<file path="config.mk">
export PLATFORM = sky130hd
export DESIGN_NAME = hex_display_scanner
export DESIGN_NICKNAME = d
export VERILOG_FILES = /design/src/rtl/hex_display_scanner.sv
export SDC_FILE = /design/constraint.sdc
export NUM_CORES = 1
export LEC_CHECK = 0
export CORE_MARGIN = 2
export CORE_UTILIZATION = 61
export CTS_CLUSTER_SIZE = 14
export DETAILED_ROUTE_END_ITERATION = 7
export HOLD_SLACK_MARGIN = 0.15
export PLACE_DENSITY = 0.95
export SETUP_SLACK_MARGIN = 0.1
export SLEW_MARGIN = 20
export SYNTH_ARGS = -nofsm -noshare
export SYNTH_HDL_FRONTEND = slang
export SYNTH_SLANG_ARGS = --single-unit
</file>
<file path="constraint.sdc">
create_clock -name i_clk -period 4.15 [get_ports i_clk]
set_input_delay 0.83 -clock i_clk [delete_from_list [all_inputs] [get_ports i_clk]]
set_output_delay 0.83 -clock i_clk [all_outputs]
set_load 0.05 [all_outputs]
</file>
<file path="src/rtl/hex_display_scanner.sv">
// Time-multiplexed scan controller driving one shared hex 7-seg decoder across NUM_DIGITS digits.
// Optional macro LEADING_ZERO_BLANK_EN suppresses leading-zero digits (digit 0 is always shown).
module hex_display_scanner #(
    parameter int NUM_DIGITS       = 4,
    parameter int TICKS_PER_DIGIT  = 50000,
    parameter int BLANK_TICKS      = 1000,
    parameter int DIGIT_ACTIVE_LOW = 1
) (
    input  logic                    i_clk,
    input  logic                    i_rst_n,
    input  logic                    i_enable,
    input  logic                    i_load,
    input  logic [4*NUM_DIGITS-1:0] i_value,
    output logic [3:0]              o_nibble,
    output logic                    o_blank,
    output logic [NUM_DIGITS-1:0]   o_digit_en,
    output logic                    o_pending,
    output logic                    o_frame_start
);

    localparam int IW = (NUM_DIGITS > 1) ? $clog2(NUM_DIGITS) : 1;
    localparam int CW = $clog2(TICKS_PER_DIGIT);
    localparam logic [IW-1:0] LAST_IDX = IW'(NUM_DIGITS - 1);
    localparam logic [CW-1:0] LAST_CNT = CW'(TICKS_PER_DIGIT - 1);
    localparam logic [CW-1:0] SHOW_CNT = CW'(BLANK_TICKS);
    localparam logic [NUM_DIGITS-1:0] EN_OFF = (DIGIT_ACTIVE_LOW != 0) ? '1 : '0;

    typedef enum logic {ST_BLANK, ST_SHOW} state_t;
    localparam state_t SLOT_ENTRY = (BLANK_TICKS == 0) ? ST_SHOW : ST_BLANK;

    state_t                  state, state_n;
    logic [IW-1:0]           idx, idx_n;
    logic [CW-1:0]           cnt, cnt_n;
    logic                    running, running_n;
    logic [4*NUM_DIGITS-1:0] disp, disp_n;
    logic [4*NUM_DIGITS-1:0] pend_val, pend_val_n;
    logic                    pending_n;
    logic                    boundary;
    logic                    suppress;
    logic                    shown;
    logic [NUM_DIGITS-1:0]   sel;

`ifdef LEADING_ZERO_BLANK_EN
    function automatic logic lead_zero(input logic [4*NUM_DIGITS-1:0] v, input logic [IW-1:0] k);
        return (k != '0) && ((v >> (4 * k)) == '0);
    endfunction
`endif

    // Next-state: outputs are registered from these so nibble, enable and blank move together.
    always_comb begin
        state_n    = state;
        idx_n      = idx;
        cnt_n      = cnt;
        running_n  = running;
        disp_n     = disp;
        pend_val_n = pend_val;
        pending_n  = o_pending;
        boundary   = 1'b0;

        if (!i_enable) begin
            state_n   = ST_BLANK;
            idx_n     = '0;
            cnt_n     = '0;
            running_n = 1'b0;
            if (i_load) begin
                disp_n    = i_value;
                pending_n = 1'b0;
            end
        end else begin
            if (!running) begin
                // First enabled cycle after reset or a dark period starts a fresh frame.
                running_n = 1'b1;
                idx_n     = '0;
                cnt_n     = '0;
                state_n   = SLOT_ENTRY;
                boundary  = 1'b1;
            end else if (cnt == LAST_CNT) begin
                cnt_n    = '0;
                state_n  = SLOT_ENTRY;
                idx_n    = (idx == LAST_IDX) ? '0 : idx + 1'b1;
                boundary = (idx == LAST_IDX);
            end else begin
                cnt_n = cnt + 1'b1;
                if (cnt_n == SHOW_CNT) state_n = ST_SHOW;
            end

            if (boundary) begin
                if (i_load)         disp_n = i_value;
                else if (o_pending) disp_n = pend_val;
                pending_n = 1'b0;
            end else if (i_load) begin
                pend_val_n = i_value;
                pending_n  = 1'b1;
            end
        end

`ifdef LEADING_ZERO_BLANK_EN
        suppress = lead_zero(disp_n, idx_n);
`else
        suppress = 1'b0;
`endif
        shown       = (state_n == ST_SHOW) && !suppress;
        sel         = '0;
        sel[idx_n]  = shown;
    end

    always_ff @(posedge i_clk) begin
        if (!i_rst_n) begin
            state         <= ST_BLANK;
            idx           <= '0;
            cnt           <= '0;
            running       <= 1'b0;
            disp          <= '0;
            pend_val      <= '0;
            o_pending     <= 1'b0;
            o_nibble      <= 4'h0;
            o_blank       <= 1'b1;
            o_digit_en    <= EN_OFF;
            o_frame_start <= 1'b0;
        end else begin
            state         <= state_n;
            idx           <= idx_n;
            cnt           <= cnt_n;
            running       <= running_n;
            disp          <= disp_n;
            pend_val      <= pend_val_n;
            o_pending     <= pending_n;
            o_nibble      <= disp_n[4*idx_n +: 4];
            o_blank       <= !shown;
            o_digit_en    <= sel ^ EN_OFF;
            o_frame_start <= boundary;
        end
    end

endmodule

</file>
==> results.py, run 1 <==
metrics = {
    "outcome": {
        "status": "finished, final reports clean",
    },
    "clock_network": {
        "tritoncts": "done",
        "clk_pin_slew_worst_paths_ns": 0.07,
        "ctsHoldBuffers": 0,
        "post_cts_resize_count": 0,
        "cts-root-buf": "clkbuf_8",
        "cts_sinks": 63,
        "cts_buffers": 9,
        "cts_setup_buffers": 0,
        "clkLatencyLatePin_ns": 0.35,
        "clock_path_buffers": 2,
        "h-tree-depth": 3,
    },
    "global_routing": {
        "grt_start_max_net_pins": 35,
        "grt_overflow": 0,
        "grt_usage_pct": 29.1,
        "antenna_found_initial": 0,
        "grt_pass1_vias": 2654,
        "grt_pass1_wl_um": 12400,
    },
    "min_path": {
        "min_path_type": "reg2reg",
        "hold_depth": 2,
        "hp-start": "disp[13]$_SDFF_PN0_",
        "min_to": "disp[13]$_SDFF_PN0_",
    },
    "worst_setup_path": {
        "regToRegEndpoint": "o_nibble[1]$_SDFF_PN0_",
        "crit_path_top_delay_cell": "or4_1",
        "critPathLaunchType": "input port",
        "crit_path_max_fanout": 17,
        "rr_worst_depth": 8,
        "worstSetupStartpoint": "i_enable",
        "path_common_cell": "nand2_1",
        "reg2reg_from": "cnt[0]$_SDFF_PP0_",
        "worstPathRequired_ns": 4.37,
        "critical_path.cell_chain": "clkdlybuf4s50_1 -> nand2_1 -> nor2_1 -> o21ai_2 -> or4_1 -> or4_4 -> o22ai_4 -> nand2_1",
        "reg2reg_slack_ns": 1.29,
        "cp_data_arrival_time_ns": 3.32,
        "cpPeakStageDelay_ns": 0.58,
        "criticalPathCategory": "in2reg",
        "end_kind": "flop",
    },
    "logic_synthesis": {
        "synthTopCellsByArea": "dfxtp_1 (41%), nor2_1 (7.5%), mux2i_1 (5.5%), xnor2_1 (2.3%), nand2_1 (2.2%)",
        "syn_area_sq_um": 3080,
        "syn_nets": 377,
        "ys.flop_type": "dfxtp_1",
        "synth_area_per_cell_sq_um": 8.69,
        "synth-seq-area-share_pct": 40.9,
        "synth-edff-count": 0,
        "yosysTopAreaCell": "dfxtp_1",
        "ys_async_sr_fraction_pct": 0,
        "synth_top_area_share_pct": 40.9,
        "synth.distinct_cells": 65,
        "yosysWarnings": 0,
        "synthCells": 355,
        "ys_ff_latch": 63,
    },
    "timing": {
        "finalHoldViolCount": 0,
        "setup_viol": 0,
        "clock_skew_ns": 0.00625,
        "relSlewSlack_pct": 49.1,
        "rsz0062_at_grt": "no",
        "worst_slew_pin_slew_ns": 0.764,
        "fmax_ghz": 0.323,
        "drv_slew": 0,
        "fin_ws_ns": 1.06,
        "tns_ns": 0,
        "min_period_over_period_pct": 74.5,
        "layout_min_cycle_time_ns": 3.09,
    },
    "floorplan": {
        "die-area_sq_um": 5640,
        "initial_core_util_pct": 64.4,
        "num_rows": 25,
        "fp.dieW_um": 75.1,
        "core-area_sq_um": 4790,
        "die_h_um": 75.1,
        "num_io_pins": 31,
    },
    "routing": {
        "drtIter0Drc": 334,
        "routed_wl_um": 7450,
        "firstDrtPassIters": 5,
        "ant_nets": 0,
        "vias_per_cell": 6.25,
        "post_drt_wl_per_cell_um": 16.7,
        "vias": 2793,
        "drc": 0,
    },
    "cells_and_area": {
        "finalNonFillerCells": 447,
        "final_common_cell": "dfxtp_1",
        "syn2layout_area_growth_pct": 17.6,
        "final_cell_mix": "dfxtp_1 (63), nor2_1 (62), clkdlybuf4s50_1 (30), nand2_1 (18), mux2i_1 (17)",
        "layout-drive-gt1-share_pct": 8.95,
        "nets": 397,
        "n_antenna_cell": 0,
    },
    "place": {
        "place_ws_ns": 0.731,
        "gp_congestion": 0.942,
        "dp_cells": 431,
        "numPortBuffers": 30,
        "hpwlAfterDp_um": 5050,
    },
    "flow_run": {
        "cap_violations": 0,
    },
    "pwr": {
        "p_leak_nw": 1.41,
        "ir_drop_uv": 328,
        "powerDensity_nw_per_um2": 393,
    },
}
## cell type report
class | instances | area [sq um]
clock inverter | 6 | 108
multi-input combinational | 255 | 1670
timing repair buffer | 33 | 323
clock buffer | 10 | 138
inverter | 13 | 48.8
tap | 67 | 83.8
sequential | 63 | 1260
fill | 318 | 1160
## state kept, by name, summed over array words and instances, names as in the netlist, 2 cells and up
signal / cells
cnt: 16
disp: 16
pend_val: 16
o_digit_en: 4
o_nibble: 4
idx: 2
## metrics by stage
step	hold WS [ns]	instance area, sq um	total power, W	util (%)
floorplan	0.449	3080	0.000730	-
finish	0.488	3630	0.00143	75.8
global placement	0.464	3380	0.000772	70.7
global route	0.529	3630	0.00147	75.8
CTS	0.485	3630	0.00142	75.8
detailed placement	0.475	3380	0.000777	70.7
## layer usage
layer	wire length, um	vias up	track usage [%]
met5	0	-	0
met4	196	0	16.5
met3	520	21	6.29
met2	3690	128	45.8
met1	3050	1316	36.8
li1	-	1328	-
## report_power, final
| group | leakage [nW] | internal, W | switching (W) | total [W] |
|---|---|---|---|---|
| Sequential | 0.513 | 0.000623 | 0.0000128 | 0.000636 |
| Clock | 0.122 | 0.000413 | 0.000246 | 0.000659 |
| Combinational | 0.773 | 0.0000568 | 0.0000749 | 0.000132 |
## worst max-delay path by stage
stage	depth (start not counted)	end	slack [ns]
after detailed placement	8	o_digit_en[2]$_SDFF_PN1_	0.73
after global placement	8	o_digit_en[2]$_SDFF_PN1_	0.82
final	8	o_digit_en[2]$_SDFF_PN1_	1.06
after floorplan	8	o_digit_en[2]$_SDFF_PN1_	1.41
after CTS	8	o_digit_en[2]$_SDFF_PN1_	1.08
after global routing	8	o_digit_en[3]$_SDFF_PN1_	0.92
## cells by family after synthesis
group	count (synthesis)	share of synthesized area [%]
compound gates	79	19.1
xor+xnor	15	4.26
simple gates	140	23.6
buf+inv	37	5.11
fa+ha+maj	2	0.811
flops	63	40.9
mux	19	6.25
## synth_stat cells (4+ instances only)
| library cell | n |
|---|---|
| and2_1 | 5 |
| a21oi_1 | 12 |
| nand2_1 | 18 |
| inv_1 | 12 |
| dfxtp_1 | 63 |
| xor2_1 | 7 |
| o22ai_1 | 8 |
| mux2i_1 | 17 |
| nor2_1 | 62 |
| a211oi_1 | 4 |
| nand4_1 | 5 |
| clkbuf_1 | 10 |
| nor3_1 | 7 |
| nand3_1 | 11 |
| a222oi_1 | 4 |
| xnor2_1 | 8 |
| buf_2 | 9 |
| o21ai_0 | 7 |
| a31oi_1 | 7 |
| a21o_1 | 5 |
| and3_1 | 6 |
## critical path, delay by kind of cell
family | cells | cell delay [ns]
buf+inv | 1 | 0.51
compound gates | 2 | 0.44
simple gates | 5 | 1.54
Note: power is estimated with default switching activity, not from simulation.
==> inputs of run 2 (changes only) <==
Settings changed: CORE_UTILIZATION 61 to 51, PLACE_DENSITY 0.95 to 0.88.
Clock period 4.15 ns to 2.66 ns, I/O delays scaled along.
==> run 2 against run 1 <==
Register-to-register slack worse by 1.0 ns. Core utilization down 12 points. Clock-buffer cell count up 1. Flip-flop and latch count unchanged. Critical path type unchanged. Largest power group is now registers. Highest routed layer unchanged.
==> results.py, run 2 (same netlist as run 1, synthesis figures left out) <==
metrics = {
    "timing": {
        "setup_viol": 0,
        "rsz0062_at_grt": "no",
        "min_period_over_period_pct": 91.6,
        "clock_skew_ns": 0.00799,
        "worst_slew_pin_slew_ns": 0.503,
        "drv_slew": 0,
        "fmax_ghz": 0.411,
        "finalHoldViolCount": 0,
        "relSlewSlack_pct": 66.4,
        "layout_min_cycle_time_ns": 2.44,
        "fin_ws_ns": 0.224,
    },
    "clock_network": {
        "h-tree-depth": 3,
        "clkLatencyLatePin_ns": 0.34,
        "cts_sinks": 63,
        "clock_path_buffers": 2,
        "cts_buffers": 9,
        "cts-root-buf": "clkbuf_8",
        "tritoncts": "done",
        "ctsHoldBuffers": 0,
        "clk_pin_slew_worst_paths_ns": 0.07,
    },
    "worst_setup_path": {
        "worstSetupStartpoint": "i_enable",
        "critPathLaunchType": "input port",
        "critical_path.cell_chain": "clkdlybuf4s50_1 -> buf_4 -> a21boi_0 -> a21o_1 -> buf_4 -> a222oi_1 -> buf_4 -> mux2i_1 -> o211a_1",
        "reg2reg_slack_ns": 0.26,
        "worstPathRequired_ns": 2.90,
        "cpPeakStageDelay_ns": 0.49,
        "crit_path_top_delay_cell": "clkdlybuf4s50_1",
        "criticalPathCategory": "in2reg",
        "reg2reg_from": "cnt[1]$_SDFF_PP0_",
        "regToRegEndpoint": "o_nibble[3]$_SDFF_PN0_",
        "rr_worst_depth": 9,
        "cp_data_arrival_time_ns": 2.67,
        "crit_path_max_fanout": 18,
        "end_kind": "flop",
        "path_common_cell": "buf_4",
        "critPathCapture": "o_nibble[3]$_SDFF_PN0_",
    },
    "flow_run": {
        "cap_violations": 0,
    },
    "outcome": {
        "status": "finished, final reports clean",
    },
    "global_routing": {
        "grt_usage_pct": 23.6,
        "grt_start_max_net_pins": 35,
        "grt_overflow": 0,
        "grt_pass1_vias": 2532,
        "grt_pass1_wl_um": 12100,
        "antenna_found_initial": 0,
    },
    "cells_and_area": {
        "reg_top3": "cnt: 16 flops, disp: 16 flops, pend_val: 16 flops",
        "layout-drive-gt1-share_pct": 14.8,
        "finish.utilization_pct": 63.5,
        "syn2layout_area_growth_pct": 21.3,
        "n_antenna_cell": 0,
        "final_cell_mix": "nor2_1 (62), dfxtp_1 (61), clkdlybuf4s50_1 (30), buf_4 (20), nand2_1 (18)",
        "final_common_cell": "nor2_1",
        "nets": 415,
        "finalNonFillerCells": 473,
    },
    "routing": {
        "vias": 2801,
        "routed_wl_um": 7310,
        "post_drt_wl_per_cell_um": 15.4,
        "firstDrtPassIters": 5,
        "vias_per_cell": 5.92,
        "drtIter0Drc": 192,
        "drc": 0,
        "ant_nets": 0,
    },
    "pwr": {
        "p_leak_nw": 1.46,
        "swShare_pct": 26.4,
        "power.share.clock_pct": 37.8,
        "power_frac_comb_pct": 11.7,
        "seqPwrFrac_pct": 50.5,
        "ir_drop_uv": 402,
        "internal_power_w": 0.00144,
        "powerDensity_nw_per_um2": 524,
        "power_switching_w": 0.000517,
    },
    "min_path": {
        "min_path_type": "reg2reg",
    },
    "place": {
        "hpwlAfterDp_um": 5070,
        "dp_cells": 453,
        "gp_congestion": 0.897,
        "numPortBuffers": 30,
        "place_ws_ns": -0.116,
    },
    "floorplan": {
        "die_h_um": 81.8,
        "initial_core_util_pct": 52.4,
        "die-area_sq_um": 6690,
        "num_io_pins": 31,
        "num_rows": 28,
        "fp.dieW_um": 81.8,
        "core-area_sq_um": 5890,
    },
}
-- run 2: cell count changes in the layout (fill, tap and decap cells not counted), sizes merged --
| cell | before | now |
|---|---|---|
| buf | 3 | 21 |
| bufinv | 3 | 0 |
| clkbuf | 10 | 11 |
| clkinv | 2 | 3 |
| clkinvlp | 1 | 2 |
-- run 2: power by group through the flow --
stage	clock network [W]	logic [W]	registers, W
6_report	0.000741	0.000230	0.000989
5_1_grt	0.000798	0.000250	0.000991
4_1_cts	0.000752	0.000225	0.000989
3_5_place_dp	0	0.000216	0.00101
3_3_place_gp	0	0.000212	0.00101
2_1_floorplan	0	0.000115	0.00102
-- run 2: area by class of cell --
| class | instances | area (sq um) |
|---|---|---|
| clock buffer | 11 | 141 |
| fill | 489 | 2150 |
| inverter | 13 | 48.8 |
| multi-input combinational | 255 | 1690 |
| sequential | 63 | 1260 |
| clock inverter | 5 | 33.8 |
| timing repair buffer | 51 | 470 |
| tap | 75 | 93.8 |
-- run 2: worst min-delay path by stage --
stage                              startpoint                         to  slack, ns  cells after the start
detailed placement  pend_val[13]$_SDFFE_PN0P_  pend_val[13]$_SDFFE_PN0P_       0.48                      2
floorplan                   cnt[0]$_SDFF_PP0_          cnt[0]$_SDFF_PP0_       0.45                      1
CTS                 pend_val[13]$_SDFFE_PN0P_  pend_val[13]$_SDFFE_PN0P_       0.50                      2
finish               pend_val[4]$_SDFFE_PN0P_   pend_val[4]$_SDFFE_PN0P_       0.49                      2
global route         pend_val[1]$_SDFFE_PN0P_   pend_val[1]$_SDFFE_PN0P_       0.54                      2
global placement          disp[13]$_SDFF_PN0_        disp[13]$_SDFF_PN0_       0.46                      2
-- run 2: metrics by stage --
step / area, sq um / setup TNS (ns) / hold slack (ns) / power [W]
floorplan: 3080 / 0 / 0.449 / 0.00114
global placement: 3510 / -0.267 / 0.463 / 0.00122
detailed placement: 3510 / -0.652 / 0.480 / 0.00123
CTS: 3710 / 0 / 0.496 / 0.00197
global route: 3740 / 0 / 0.541 / 0.00204
finish: 3740 / 0 / 0.490 / 0.00196
-- run 2: what timing repair did --
item / in CTS / in global routing
gates resized for setup: 3 / 6
endpoints found under the setup margin: 3 / 9
pin swaps: 2 / 2
setup buffers: 3 / 1
-- run 2: worst max-delay path, delay by kind of cell --
family	cells	cell delay [ns]
mux	1	0.07
compound gates	4	0.97
buf+inv	4	1.08
-- run 2: layer usage --
layer,track usage [%],up-vias,wire [um]
met1,30.4,1307,3150
li1,-,1362,-
met5,0,-,0
met3,4.84,20,419
met2,37.9,112,3540
met4,11.2,0,203
